## src/rtl/stream_arbiter_rr_pkg.sv

```systemverilog
// Shared constants and helpers for the stream_arbiter_rr slice.
// Optional build macro: STREAM_ARB_PKT_LOCK_EN (used by the top-level arbiter).
package stream_arbiter_rr_pkg;

  localparam int unsigned MAX_N = 16;

  // FSM encodings, kept as plain constants for legacy compatibility
  localparam logic [0:0] IDLE = 1'b0;
  localparam logic [0:0] SEND = 1'b1;

  // Ceiling log2; clog2(1) = 0
  function automatic int unsigned clog2(input int unsigned v);
    int unsigned r;
    r = 0;
    for (int unsigned i = 0; i < 32; i++) begin
      if ((32'd1 << i) < v) r = i + 1;
    end
    return r;
  endfunction

  // Index width, never below one bit so single-channel builds still have a port
  function automatic int unsigned idx_width(input int unsigned n);
    return (clog2(n) > 0) ? clog2(n) : 1;
  endfunction

endpackage

```

## src/rtl/stream_arbiter_rr_if.sv

```systemverilog
// Bundle of the arbiter's channel, sink and exception signals.
// master: the arbiter side; slave: the surrounding processes and sink.
interface stream_arbiter_rr_if
  import stream_arbiter_rr_pkg::*;
#(
  parameter int unsigned N     = 4,
  parameter int unsigned WIDTH = 32
);

  localparam int unsigned IDXW = idx_width(N);

  logic [N*WIDTH-1:0] in_data;
  logic [N-1:0]       in_stb;
  logic [N-1:0]       in_ack;
  logic [WIDTH-1:0]   out_data;
  logic               out_stb;
  logic               out_ack;
  logic [N-1:0]       exc_in;
  logic               exc_clear;
  logic               exception;
  logic [IDXW-1:0]    exc_src;

  modport master (
    input  in_data, in_stb, out_ack, exc_in, exc_clear,
    output in_ack, out_data, out_stb, exception, exc_src
  );

  modport slave (
    output in_data, in_stb, out_ack, exc_in, exc_clear,
    input  in_ack, out_data, out_stb, exception, exc_src
  );

endinterface

```

## src/rtl/stream_arbiter_rr_rr_select.sv

```systemverilog
// Combinational rotating priority pick: first set request at or after ptr,
// wrapping from N-1 back to 0. With ptr tied to zero it is a lowest-index pick.
module rr_select #(
  parameter int unsigned N    = 4,
  parameter int unsigned IDXW = 2
) (
  input  logic [N-1:0]    req,
  input  logic [IDXW-1:0] ptr,
  output logic [IDXW-1:0] grant,
  output logic            valid
);

  int unsigned pos;

  // Scan from farthest to nearest so the closest request to ptr is written last
  always_comb begin
    grant = '0;
    valid = |req;
    pos   = 0;
    for (int unsigned i = N; i > 0; i--) begin
      pos = (32'(ptr) + i - 1) % N;
      if (req[pos]) grant = IDXW'(pos);
    end
  end

endmodule

```

## src/rtl/stream_arbiter_rr.sv

```systemverilog
// N-channel round-robin merger of stb/ack word streams onto one output,
// plus a sticky exception flag that records the first faulting channel.
// Build macro STREAM_ARB_PKT_LOCK_EN: bit WIDTH-1 marks end-of-packet and a
// granted channel keeps the output until its packet completes.
module stream_arbiter_rr
  import stream_arbiter_rr_pkg::*;
#(
  parameter int unsigned N     = 4,
  parameter int unsigned WIDTH = 32
) (
  input logic               clk,
  input logic               rst,
  stream_arbiter_rr_if.master bus
);

  localparam int unsigned   IDXW     = idx_width(N);
  localparam logic [IDXW-1:0] PTR_ZERO = '0;

  logic [0:0]      state;
  logic [IDXW-1:0] ptr;
  logic [IDXW-1:0] grant_q;
  logic [N-1:0]    in_ack_q;
  logic [WIDTH-1:0] out_data_q;
  logic            out_stb_q;
  logic            exception_q;
  logic [IDXW-1:0] exc_src_q;

  logic [N-1:0]    req;
  logic [IDXW-1:0] sel;
  logic            sel_valid;
  logic [WIDTH-1:0] sel_word;
  logic [N-1:0]    sel_onehot;
  logic [IDXW-1:0] ptr_next;
  logic [IDXW-1:0] exc_idx;
  logic            exc_any;

`ifdef STREAM_ARB_PKT_LOCK_EN
  logic lock_q;

  // While a packet is open only its owner (still held in grant_q) may be granted
  always_comb begin
    req = '0;
    for (int unsigned k = 0; k < N; k++) begin
      req[k] = bus.in_stb[k] & (~lock_q | (grant_q == IDXW'(k)));
    end
  end
`else
  // Plain per-word arbitration over all requesting channels
  always_comb begin
    req = bus.in_stb;
  end
`endif

  rr_select #(.N(N), .IDXW(IDXW)) u_grant_sel (
    .req   (req),
    .ptr   (ptr),
    .grant (sel),
    .valid (sel_valid)
  );

  rr_select #(.N(N), .IDXW(IDXW)) u_exc_sel (
    .req   (bus.exc_in),
    .ptr   (PTR_ZERO),
    .grant (exc_idx),
    .valid (exc_any)
  );

  // Word mux, accept one-hot, and the pointer position just past the last grant
  always_comb begin
    sel_word   = '0;
    sel_onehot = '0;
    for (int unsigned k = 0; k < N; k++) begin
      if (sel == IDXW'(k)) begin
        sel_word      = bus.in_data[k*WIDTH +: WIDTH];
        sel_onehot[k] = 1'b1;
      end
    end
    ptr_next = (grant_q == IDXW'(N - 1)) ? '0 : grant_q + 1'b1;
  end

  // Grant / hold-until-accepted state machine
  always_ff @(posedge clk) begin
    if (rst) begin
      state      <= IDLE;
      ptr        <= '0;
      grant_q    <= '0;
      in_ack_q   <= '0;
      out_data_q <= '0;
      out_stb_q  <= 1'b0;
`ifdef STREAM_ARB_PKT_LOCK_EN
      lock_q     <= 1'b0;
`endif
    end else begin
      case (state)
        IDLE: begin
          if (sel_valid) begin
            in_ack_q   <= sel_onehot;
            out_data_q <= sel_word;
            out_stb_q  <= 1'b1;
            grant_q    <= sel;
            state      <= SEND;
          end else begin
            in_ack_q <= '0;
          end
        end
        SEND: begin
          in_ack_q <= '0;
          if (bus.out_ack) begin
            out_stb_q <= 1'b0;
            state     <= IDLE;
`ifdef STREAM_ARB_PKT_LOCK_EN
            // Pointer only moves once the owner's end-of-packet word is accepted
            if (out_data_q[WIDTH-1]) begin
              lock_q <= 1'b0;
              ptr    <= ptr_next;
            end else begin
              lock_q <= 1'b1;
            end
`else
            ptr <= ptr_next;
`endif
          end
        end
        default: state <= IDLE;
      endcase
    end
  end

  // Sticky exception; a fresh exception takes priority over a simultaneous clear
  always_ff @(posedge clk) begin
    if (rst) begin
      exception_q <= 1'b0;
      exc_src_q   <= '0;
    end else if (exc_any && (bus.exc_clear || !exception_q)) begin
      exception_q <= 1'b1;
      exc_src_q   <= exc_idx;
    end else if (bus.exc_clear) begin
      exception_q <= 1'b0;
      exc_src_q   <= '0;
    end
  end

  assign bus.in_ack    = in_ack_q;
  assign bus.out_data  = out_data_q;
  assign bus.out_stb   = out_stb_q;
  assign bus.exception = exception_q;
  assign bus.exc_src   = exc_src_q;

endmodule

```

## src/flat_wrapper.sv

```systemverilog
// flat-port wrapper written by rule: the top's interface ports become plain ports
module stream_arbiter_rr_flat import stream_arbiter_rr_pkg::*;
#(
  parameter int unsigned N     = 4,
  parameter int unsigned WIDTH = 32
)
  (clk, rst, bus_in_data, bus_in_stb, bus_out_ack, bus_exc_in, bus_exc_clear, bus_in_ack, bus_out_data, bus_out_stb, bus_exception, bus_exc_src);
  stream_arbiter_rr_if #(.N(N), .WIDTH(WIDTH)) bus_i ();
  input logic clk;
  input logic rst;
  input wire logic [$bits(bus_i.in_data)-1:0] bus_in_data;
  input wire logic [$bits(bus_i.in_stb)-1:0] bus_in_stb;
  input wire logic [$bits(bus_i.out_ack)-1:0] bus_out_ack;
  input wire logic [$bits(bus_i.exc_in)-1:0] bus_exc_in;
  input wire logic [$bits(bus_i.exc_clear)-1:0] bus_exc_clear;
  output wire logic [$bits(bus_i.in_ack)-1:0] bus_in_ack;
  output wire logic [$bits(bus_i.out_data)-1:0] bus_out_data;
  output wire logic [$bits(bus_i.out_stb)-1:0] bus_out_stb;
  output wire logic [$bits(bus_i.exception)-1:0] bus_exception;
  output wire logic [$bits(bus_i.exc_src)-1:0] bus_exc_src;
  assign bus_i.in_data = bus_in_data;
  assign bus_i.in_stb = bus_in_stb;
  assign bus_i.out_ack = bus_out_ack;
  assign bus_i.exc_in = bus_exc_in;
  assign bus_i.exc_clear = bus_exc_clear;
  assign bus_in_ack = bus_i.in_ack;
  assign bus_out_data = bus_i.out_data;
  assign bus_out_stb = bus_i.out_stb;
  assign bus_exception = bus_i.exception;
  assign bus_exc_src = bus_i.exc_src;
  stream_arbiter_rr #(.N(N), .WIDTH(WIDTH)) u_core (.clk(clk), .rst(rst), .bus(bus_i));
endmodule
```

## config.mk

```make
export PLATFORM = sky130hd
export DESIGN_NAME = stream_arbiter_rr_flat
export DESIGN_NICKNAME = d
export VERILOG_FILES = /design/src/rtl/stream_arbiter_rr_pkg.sv /design/src/rtl/stream_arbiter_rr_if.sv /design/src/rtl/stream_arbiter_rr_rr_select.sv /design/src/rtl/stream_arbiter_rr.sv /design/src/flat_wrapper.sv
export SDC_FILE = /design/constraint.sdc
export NUM_CORES = 1
export LEC_CHECK = 0
export CAP_MARGIN = 20
export CORE_ASPECT_RATIO = 2
export CORE_UTILIZATION = 38
export DETAILED_ROUTE_END_ITERATION = 12
export PLACE_DENSITY = 0.91
export REMOVE_ABC_BUFFERS = 1
export SLEW_MARGIN = 30
export SYNTH_ARGS = -nofsm -noshare
export SYNTH_HDL_FRONTEND = slang
export SYNTH_HIERARCHICAL = 1
export SYNTH_SLANG_ARGS = --single-unit
```

## constraint.sdc

```tcl
create_clock -name clk -period 4.1 [get_ports clk]
set_input_delay 0.615 -clock clk [delete_from_list [all_inputs] [get_ports clk]]
set_output_delay 0.615 -clock clk [all_outputs]
set_load 0.01 [all_outputs]
```

# == Word-level counts from Yosys, hierarchy flattened ==
# Cells that the tools add are included.
# word_totals
register_bits,45
input_bits,140
out_inout_bits,40
elab_cells,75
# classes
addsub,9
n_lt_le_gt_ge,4
n_eq_ne,6
mux,37
bitwise,1
reduce_logical,10
# op_table
op,n
$mux 32,4
$mux 2,11
$mux 1,14
$lt 2x3->1 const B,4
$bmux 1 s2,4
$pmux 4 s2,1
$reduce_or 4->1,2
$sub 2x1->2 const B,4
$add 2x1->2 const B,3
$eq 2x2->1 const B,3
$reduce_and 2->1,3
$add 2x2->2 const B,2
$mux 4,1
$pmux 1 s2,2
$eq 2x1->1 const B,1
$logic_not 2->1,1
$ne 2x1->1 const B,1
$ne 2x2->1 const B,1
$reduce_bool 2->1,1
$logic_and 1x1->1,1
$logic_not 1->1,1
$logic_or 1x1->1,1
$not 1->1,1

# == Depth between registers and ports, before layout ==
# logic_depth
word_depth,13
ltp_mapped,9
mapped_depth_nobuf,6

# == Cells and area by module ==
# The synthesis kept the hierarchy.
# by_module_without_submodules
module,instances,cells_per_inst,area_each_um2,seq_area_each_um2
stream_arbiter_rr,1,231,2332.2,900.9
rr_select,2,13,77.6,0.0

# == Worst setup path after synthesis ==
# Ideal clock, no wire load.
# synth_path
path_kind,input -> register
from,in bus_in_stb[1]
to,"reg u_core.out_data_q[10], in the netlist u_core/bus.out_data[10]"
setup_time_ns,0.114
arrival_time_ns,1.963
required_time_ns,3.986
path_slack_ns,2.023
cell_stages,8
n_path_buf,2
cell_sequence,nor3b_1 a211oi_1 nor2_1 buf_2 buf_1 mux2i_1 o22ai_1 a21o_1
# synth_via
elab_chain_len,11
elab_cells_between_ends,22
cone_classes,eq/ne: 3; mux: 16; reduce/logical: 3
# synth_lines
item,line_no,text
from (decl),flat_wrapper.sv:12,input wire logic [$bits(bus_i.in_stb)-1:0] bus_in_stb;
$bmux 1 s2,stream_arbiter_rr_rr_select.sv:22,if (req[pos]) grant = IDXW'(pos);
$mux 1 (not written as such),stream_arbiter_rr_rr_select.sv:22,
$mux 2 (3 in series),stream_arbiter_rr_rr_select.sv:22,
$mux 2 *,stream_arbiter_rr_rr_select.sv:22,
net u_core.sel[1],stream_arbiter_rr.sv:29,logic [IDXW-1:0] sel;
$logic_not 2->1,stream_arbiter_rr.sv:73,if (sel == IDXW'(k)) begin
$mux 32 (3 in series),stream_arbiter_rr.sv:73,
$mux 32 *,stream_arbiter_rr.sv:73,
to (signal assigned),stream_arbiter_rr.sv:98,out_data_q <= sel_word;
to (decl),stream_arbiter_rr.sv:23,logic [WIDTH-1:0] out_data_q;
# Mark *: on every way through the listed nets, which the timed path passes. The rest lies on a longest branch. The select of a mux whose other input is x is not followed.
# A chain may end at the register's enable or synchronous reset.

# == Worst setup path after layout ==
# layout_path
from,in bus_in_stb[1]
to,"reg u_core.out_data_q[17], in the netlist u_core/bus.out_data[17]"
# Same word-level chain as after synthesis.

==> summary.md <==
| Metric | Value |
|---|---|
| Outcome | complete, no violations |
| Die X | 59.2 um |
| Synth Instances | 257 |
| CTS Buf Count | 5 |
| Clock Skew | 0.00611 ns |
| Largest family of logic cells by synthesized area | multiplexers |
| Startpoint Class | input pin |
| DRT iter0 DRCs | 57 |
| Clock Tree Buf Depth | 2 |
| Mux contribution to synthesized area | 0.278 |
| CP Data Arrival Time | 3.00 ns |
| Synth Area in Adders | 0.00503 |
| Final Slew Violations | 0 |
| Synth Area per Inst | 9.68 um2 |
| First-pass GRT wire length | 11,800 um |
| Vias per cell | 5.02 |
| FP Rows | 41 |
| Synthesized-area fraction occupied by and/or/nand/nor cells | 0.0805 |
| Clk Latency, worst-skew pair | 0.29 ns |
| Synth cell types | 27 |
| Worst path bufs/invs | 2 |
| Post-CTS Setup Bufs | 0 |
| Pwr/cell area | 303 nW/um2 |
| Post-CTS sizing | 0 |
| Synth area leader | dfxtp_1 |
| Cell types occupying the most area after synthesis | dfxtp_1 (36%), mux2i_1 (28%), a21o_1 (9.4%), o22ai_1 (7.8%), nor2_1 (2.7%) |
| CTS tree | built |
| Buffers on Ports | 179 |
| Top-count cell post-synth | mux2i_1 |
| Via count of the first global-routing pass | 2,657 |
| Post-Route WL | 8030 um |
| Max Cap Violations | 0 |
| IO Count | 180 |
| Synth top area share | 0.362 |
| Fin util | 0.707 |
| RSZ-0062 raised after global routing | false |
| Highest-delay cell along the critical path | nor2_4 |
| Layout cell share with drive strength beyond 1 | 0.0300 |
| P_leak | 0.00192 uW |
| CP Capture Type | flip-flop |
| Gp weighted congestion | 0.849 |
| Final hold viol count | 0 |
| CP max stage delay | 0.64 ns |
| Fin crit share | 0.686 |
| Register area share after synthesis | 0.362 |
| CP cell instances | clkdlybuf4s50_1 -> nor3b_1 -> a211oi_1 -> nor2_4 -> buf_12 -> mux2i_1 -> o22ai_1 -> a21o_1 |
| Setup-failing EPs final | 0 |
| Warnings from Yosys | 6 |
| CP max FO | 47 |
| Main flop type after synthesis | dfxtp_1 |
| Iteration count of the initial detailed-routing pass | 4 |
| Initial core utilization | 0.394 |
| Layout Nets | 574 |
| Overflow after GRT | 0 |
| Req. time, crit path | 4.28 ns |
| Number of enable flip-flop cells after synthesis | 0 |
| Die Y | 116 um |
| Synthesized area | 2490 um2 |
| FFs w/ async S/R, synth | 0 |
| Die area | 6890 um2 |
| DRC | 0 |
| Delay-heaviest family, CP | simple AND/OR/NAND/NOR gates |
| WL/cell | 15.4 um |
| P&R area growth vs syn | 79.3% |
| Root buffer cell | clkbuf_16 |
| Top cells by count, synth | mux2i_1 (69), dfxtp_1 (45), a21o_1 (31), o22ai_1 (31), nor2_1 (18) |
| Total power | 1350 uW |
| Max VDD drop | 0.217 mV |
| Reg clk slew, reported paths | 0.06 ns |
| Least-Margin Pin Slew | 0.808 ns |
| Compound-Gate Fraction of Synth Area | 0.213 |
| Post-route ant nets | 0 |
| Max-slew headroom | 0.460 |
| Largest net degree at the start of global routing | 48 |
| DR vias | 2,611 |
| Worst hold slack | 0.451 ns |
| Critical path type | in2reg |
| GRT Resource Usage Total | 0.232 |
| Placeable core area | 6310 um2 |
| Xor/xnor share of the synthesized area | 0 |
| Hold Buf Count CTS | 0 |
| Diode count | 0 |
| Peak Freq | 355 MHz |
| Min cycle time layout | 2.81 ns |
| CTS Sinks | 45 |
| Htree depth | 2 |
| HP Class | reg2reg |
| Post-DP HPWL | 6330 um |
| Number of synthesized register bits | 45 |
| Initial antenna violation count | 0 |
-- cell type report --
type / count / area, um2
fillers: 495 / 1850
inverters: 3 / 11.3
well taps: 86 / 108
clock buffers: 8 / 136
flip-flops and latches: 45 / 901
repair buffers: 182 / 1830
multi-input cells: 196 / 1480
-- final timing paths --
| path | from | endpoint | slack (ns) | depth (start not counted) |
|---|---|---|---|---|
| worst min-delay path | u_core/bus.out_data[4] | u_core/bus.out_data[4] | 0.45 | 1 |
| worst max-delay path | bus_in_stb[1] | u_core/bus.out_data[17] | 1.29 | 8 |
| worst max register to register | u_core/ptr[0] | u_core/bus.out_data[17] | 1.68 | 7 |
| worst min register to register | u_core/bus.out_data[4] | u_core/bus.out_data[4] | 0.45 | 1 |
-- layer usage --
metal / part of all wire / global-route usage / up-vias / wire length [um]
li1: - / - / 1285 / -
met1: 0.34 / 0.212 / 1191 / 2710
met2: 0.57 / 0.440 / 110 / 4550
met3: 0.059 / 0.0609 / 25 / 476
met4: 0.037 / 0.129 / 0 / 301
met5: 0 / 0 / - / 0
-- registers in the layout, indices dropped and copies added, names as in the netlist --
signal and count:
u_core/bus.exc_src 2, u_core/state 1, u_core/bus.out_stb 1, u_core/bus.exception 1, u_core/bus.in_ack 4, u_core/ptr 2, u_core/grant_q 2, u_core/bus.out_data 32
-- metrics by stage --
stage / setup TNS [ns] / area (um2) / setup WS (ns) / cells
after floorplan: -53.79 / 2380 / -1.55 / 244
after global placement: 0 / 4320 / 1.11 / 512
after detailed placement: 0 / 4320 / 1.04 / 512
after CTS: 0 / 4460 / 1.34 / 520
after global routing: 0 / 4460 / 1.19 / 520
final: 0 / 4460 / 1.29 / 520
-- cells by family (layout without fill, tap and decap cells) --
family / count (synthesis) / after routing
AO/OA/AOI/OAI: 77 / 77
adder cells (fa/ha/maj): 1 / 1
buffers and inverters: 24 / 193
flip-flops: 45 / 45
multiplexers: 69 / 69
other: 1 / 9
AND/OR/NAND/NOR: 40 / 40
-- where the power goes --
group	internal (uW)	total [uW]	switching, uW
Combinational	285	455	170
Sequential	486	511	25.6
Clock	227	387	160
-- cell usage in the layout, fill, tap and decap left out, drive strengths merged --
cell type	n
nand3	3
a21oi	8
inv	3
a21o	31
a211o	1
o211ai	2
nand4bb	1
nand2	7
ha	1
nor2b	1
clkdlybuf4s50	179
clkbuf	8
nand2b	6
buf	3
mux2i	69
nor2	18
or4b	1
or2b	1
conb	9
a211oi	4
nor3b	2
dfxtp	45
o22ai	31
-- worst reg2reg max path: stages (launching register included) --
cell      delay (ns)
dfxtp_1         0.39
nor3b_1         0.20
a211oi_1        0.10
nor2_4          0.64
buf_12          0.38
mux2i_1         0.30
o22ai_1         0.13
a21o_1          0.18
Power figures use the tool's default switching activity.
